### src/rtl/dmem_align_ctrl.sv
// dmem_align_ctrl: aligns RV32I loads/stores onto a word-wide d-cache port and
// returns an extended, tagged completion to the LSQ.
`default_nettype none

module dmem_align_ctrl #(
  parameter int TAG_W = 3
) (
  input  logic             clk,
  input  logic             rst,
  input  logic             flush,
  input  logic             req_valid,
  output logic             req_ready,
  input  logic             req_is_store,
  input  logic [2:0]       req_funct3,
  input  logic [31:0]      req_addr,
  input  logic [31:0]      req_wdata,
  input  logic [TAG_W-1:0] req_tag,
  output logic             resp_valid,
  output logic [TAG_W-1:0] resp_tag,
  output logic             resp_is_store,
  output logic             resp_fault,
  output logic [31:0]      resp_rdata,
  output logic             data_read,
  output logic             data_write,
  output logic [3:0]       data_mbe,
  output logic [31:0]      data_addr,
  output logic [31:0]      data_wdata,
  input  logic             data_resp,
  input  logic [31:0]      data_rdata
);

  typedef enum logic [1:0] {
    IDLE  = 2'd0,
    BUSY  = 2'd1,
    DRAIN = 2'd2
  } state_t;

  state_t state, state_next;

  logic             op_store;
  logic [2:0]       op_funct3;
  logic [31:0]      op_addr;
  logic [31:0]      op_wdata;
  logic [TAG_W-1:0] op_tag;

  logic        accept;
  logic        req_fault;
  logic        active;
  logic [3:0]  store_mbe;
  logic [31:0] rd_shift;
  logic [31:0] ld_result;

  assign req_ready = (state == IDLE) && !flush;
  assign accept    = req_valid && req_ready;

  always_comb begin
    req_fault = 1'b1;
    if (req_is_store) begin
      case (req_funct3)
        3'd0:    req_fault = 1'b0;
        3'd1:    req_fault = req_addr[0];
        3'd2:    req_fault = (req_addr[1:0] != 2'b00);
        default: req_fault = 1'b1;
      endcase
    end else begin
      case (req_funct3)
        3'd0, 3'd4: req_fault = 1'b0;
        3'd1, 3'd5: req_fault = req_addr[0];
        3'd2:       req_fault = (req_addr[1:0] != 2'b00);
        default:    req_fault = 1'b1;
      endcase
    end
  end

  always_ff @(posedge clk) begin
    if (rst) state <= IDLE;
    else     state <= state_next;
  end

  always_comb begin
    state_next = state;
    case (state)
      IDLE:    if (accept && !req_fault) state_next = BUSY;
      BUSY: begin
        if (data_resp)  state_next = IDLE;
        else if (flush) state_next = DRAIN;
      end
      DRAIN:   if (data_resp) state_next = IDLE;
      default: state_next = IDLE;
    endcase
  end

  always_ff @(posedge clk) begin
    if (rst) begin
      op_store  <= 1'b0;
      op_funct3 <= 3'd0;
      op_addr   <= 32'd0;
      op_wdata  <= 32'd0;
      op_tag    <= '0;
    end else if (accept) begin
      op_store  <= req_is_store;
      op_funct3 <= req_funct3;
      op_addr   <= req_addr;
      op_wdata  <= req_wdata;
      op_tag    <= req_tag;
    end
  end

  // Cache-side outputs are forced to zero whenever no access is outstanding.
  assign active     = (state != IDLE);
  assign data_read  = active && !op_store;
  assign data_write = active && op_store;
  assign data_addr  = active ? {op_addr[31:2], 2'b00} : 32'd0;
  assign data_wdata = (active && op_store) ? (op_wdata << {op_addr[1:0], 3'b000}) : 32'd0;

  always_comb begin
    store_mbe = 4'b1111;
    case (op_funct3[1:0])
      2'd0:    store_mbe = 4'b0001 << op_addr[1:0];
      2'd1:    store_mbe = 4'b0011 << op_addr[1:0];
      default: store_mbe = 4'b1111;
    endcase
  end

  assign data_mbe = !active ? 4'b0000 : (op_store ? store_mbe : 4'b1111);

  assign rd_shift = data_rdata >> {op_addr[1:0], 3'b000};

  always_comb begin
    ld_result = rd_shift;
    case (op_funct3)
      3'd0:    ld_result = {{24{rd_shift[7]}}, rd_shift[7:0]};
      3'd1:    ld_result = {{16{rd_shift[15]}}, rd_shift[15:0]};
      3'd4:    ld_result = {24'd0, rd_shift[7:0]};
      3'd5:    ld_result = {16'd0, rd_shift[15:0]};
      default: ld_result = rd_shift;
    endcase
  end

  // Completion register: faults report straight from the request, cache ops
  // one stage after data_resp; a flush kills whatever would appear next cycle.
  always_ff @(posedge clk) begin
    if (rst) begin
      resp_valid    <= 1'b0;
      resp_tag      <= '0;
      resp_is_store <= 1'b0;
      resp_fault    <= 1'b0;
      resp_rdata    <= 32'd0;
    end else begin
      resp_valid    <= 1'b0;
      resp_tag      <= '0;
      resp_is_store <= 1'b0;
      resp_fault    <= 1'b0;
      resp_rdata    <= 32'd0;
      if (accept && req_fault) begin
        resp_valid    <= 1'b1;
        resp_tag      <= req_tag;
        resp_is_store <= req_is_store;
        resp_fault    <= 1'b1;
      end else if ((state == BUSY) && data_resp && !flush) begin
        resp_valid    <= 1'b1;
        resp_tag      <= op_tag;
        resp_is_store <= op_store;
        resp_rdata    <= op_store ? 32'd0 : ld_result;
      end
    end
  end

endmodule

`default_nettype wire

### config.mk
export PLATFORM = sky130hd
export DESIGN_NAME = dmem_align_ctrl
export DESIGN_NICKNAME = d
export VERILOG_FILES = /design/src/rtl/dmem_align_ctrl.sv
export SDC_FILE = /design/constraint.sdc
export NUM_CORES = 1
export LEC_CHECK = 0
export BUFFER_PORTS_ARGS = -buffer_cell sky130_fd_sc_hd__buf_2
export CAP_MARGIN = 25
export CORE_MARGIN = 2
export CORE_UTILIZATION = 52
export DETAILED_ROUTE_END_ITERATION = 12
export PLACE_DENSITY = 0.95
export RECOVER_POWER = 50
export SYNTH_ARGS = -nofsm -noshare
export SYNTH_HDL_FRONTEND = slang
export SYNTH_SLANG_ARGS = --single-unit
### constraint.sdc
create_clock -name clk -period 4 [get_ports clk]
set_clock_uncertainty 0.05 [all_clocks]
set_input_delay 0.8 -clock clk [delete_from_list [all_inputs] [get_ports clk]]
set_output_delay 0.8 -clock clk [all_outputs]
set_load 0.1 [all_outputs]
==> results.md <==
* Status: finished, violations left
* Failing checks: capacitance limit, slew limit
* Count of cells resized by post-cts repair at 0
* YS warnings at 0
* H-tree Lvls at 3
* Number of synthesized register bits at 111
* Period utilisation layout at 80.2%
* Pin slew with the least headroom to its limit at approximately 1600 ps
* Fin Hold WS at between 400 and 500 ps
* Peak supply drop at around 280 uV
* Final core occ at approximately two thirds
* Worst Hold End: op_wdata[29]$_SDFFE_PP0P_
* Max-cap viol count at 2
* Share of layout cells above drive strength 1 at 29.1%
* Netlist cell types at 39
* CTS root buffer: clkbuf_8
* Endpoints failing setup at 0
* RR Startpoint: state[1]$_SDFFE_PP0P_
* Pin count of the biggest net entering global routing at 77
* Die W at 103 um
* WP data required at 3150 ps
* Final Hold Vio Count at 0
* Vias per cell at 5.34
* Fillers at 914
* Synth Area in Adders at 0%
* Type of the worst setup path: flop to output pin
* Yosys top cell area share at between 40% and 50%
* Hold Crit Class: flop to flop
* DR iter-0 viols at 306
* Vias in the first global route at about 4600
* Synth Instances at ~640
* Avg Cell Area, Syn at 8.02 sq um
* Top cells by area, synth: dfxtp_1 (44%), nand2_1 (12%), a21oi_1 (9.6%)
* I/O Buffers at roughly 210
* Die area at roughly 11000 sq um
* Drt pass-1 iters at 5
* Biggest area consumer among synthesized cells: dfxtp_1
* Mux cell area share after synthesis at 6.93%
* Pleak at 2.58 nW
* Clk buf depth at 2
* DP HPWL at 10800 um
* Mapped cell area at 5090 sq um
* FFs w/ async S/R, synth at 0%
* Routability cong. at ~1
* Starting Density at 52.8%
* Hold Crit Depth at 2
* Pwr Density at 338 nW/um^2
* Placed Cells at around 940
* Antenna violations before repair at 1
* # IOs at between 200 and 250
* Post-route minimum period at about 3200 ps
* Hold Startpoint: op_wdata[29]$_SDFFE_PP0P_
* R2R depth at 5
* Crit path launch: op_addr[1]$_SDFFE_PP0P_
* R2R setup slack at 1280 ps
* Synth Area in Compound Gates at around a fifth
* DR vias at about 5000
* Wirelength per Cell at ~15 um
* Global-route wire length before repair at about 22000 um
* Hold-fix buffers, CTS at 0
* Worst EP arrival at ~2400 ps
* Total CTS buffers at 9
* Core Footprint at 9640 sq um
* # rows at 36
* Die Span Y at 103 um
* Top-count cell post-synth: nand2_1
* Remaining routing DRC violations at 0
* XOR/XNOR Fraction of Synth Area at 0%
* Post-route ant nets at 0
* CP Launch Type: flop
* Seq/Total Area, Yosys at 43.6%
* Number of synthesized flops with an enable pin at 0
* Final net count at 929
* Final std cells w/o fill at 960
* Nature of the critical path endpoint: output pin
* Worst-Skew Late Latency at 360 ps
* Worst-path clk slew at roughly 100 ps
* Routed wire length at approximately 15000 um
* Largest family of logic cells by synthesized area: simple AND/OR/NAND/NOR gates
* Setup Buffers After CTS at 0
* Gr usage total at 26.5%
* Final Max Slew Viols at 128
* Slew HR at -9.75%
* Critical path fanouts, max at 42
* Area growth syn-to-layout at 23.7%
* Num Clock Sinks at approximately 110
* Post-synth top flop: dfxtp_1
* RSZ-0062 raised after global routing: no
* Total grt overflow at 0
* Post-Synth Simple-Gate Area at between 20% and 30%
* TritonCTS clock tree: done
* Top cells by count, synth: nand2_1 (164), dfxtp_1 (111), a21oi_1 (98)
* Fmax at 0.312 GHz
* Reg2reg end: op_addr[1]$_SDFFE_PP0P_
worst max path at each step:
stage | end | slack, ps | cells past startpoint
floorplan | data_wdata[27] | -7 | 4
detailed placement | data_wdata[3] | 1210 | 4
finish | data_wdata[4] | 790 | 4
CTS | data_wdata[3] | 800 | 4
global route | data_wdata[0] | 660 | 4
global placement | data_wdata[6] | 1280 | 4
sequential cells by signal, summed over array words and instances (netlist names):
name and cells:
op_addr 32, op_funct3 3, op_store 1, op_tag 3, op_wdata 32, resp_fault 1, resp_is_store 1, resp_rdata 32
resp_tag 3, resp_valid 1, state 2
kinds of logic after synthesis:
logic type / Yosys count
DFF: 111
buffers and inverters: 54
muxes: 34
other: 1
and+or+nand+nor: 274
AOI/OAI and AO/OA: 161
area by class of cell:
class,instances,area (sq um),share of cell area (%)
clock inverters,7,56.3,0.894
clock buffers,9,124,1.97
inverters,3,11.3,0.179
well taps,133,166,2.64
repair buffers,225,1100,17.4
diodes,1,2.50,0.0397
flip-flops and latches,111,2220,35.3
multi-input cells,471,2610,41.5
cell usage in the layout, fill, tap and decap left out, drive strengths merged, types with 2 or more instances in the layout:
cell and count:
a22o 4, clkinv 5, mux2 10, or3 2, nor2 35, inv 5, and2 15, a211oi 32
mux2i 24, dfxtp 111, conb 2, o21ai 10, nor3 2, nand2 164, nor2b 47, a31oi 2
buf 184, or2 3, a21oi 108, clkbuf 50
routing by layer:
layer | up-vias | global-route usage [%] | routed length [um]
li1 | 2487 | - | -
met1 | 2375 | 30.9 | 5740
met2 | 228 | 46.9 | 7330
met3 | 33 | 6.51 | 1200
met4 | 2 | 9.92 | 371
met5 | - | 0 | 16
through the flow:
stage	TNS (ps)	power [W]	instance area, sq um	setup slack (ps)
3_5_place_dp	0	0.00153	6200	1210
4_1_cts	0	0.00215	6380	797
6_report	0	0.00213	6300	794
5_1_grt	0	0.00223	6290	657
2_1_floorplan	-22.1	0.00142	5120	-7.35
3_3_place_gp	0	0.00152	6200	1280
critical path, stage by stage (launching register included):
cell and delay (ps):
dfxtp_2 620, or2_2 460, nor2_1 310, and2_1 180
buf_2 420
power by group:
| group | leakage [nW] | total (W) | switching, W | internal [W] |
|---|---|---|---|---|
| sequential | 0.904 | 0.00117 | 0.0000325 | 0.00114 |
| clock | 0.0955 | 0.000623 | 0.000388 | 0.000235 |
| combinational | 1.58 | 0.000330 | 0.000216 | 0.000114 |
Power figures use the tool's default switching activity.
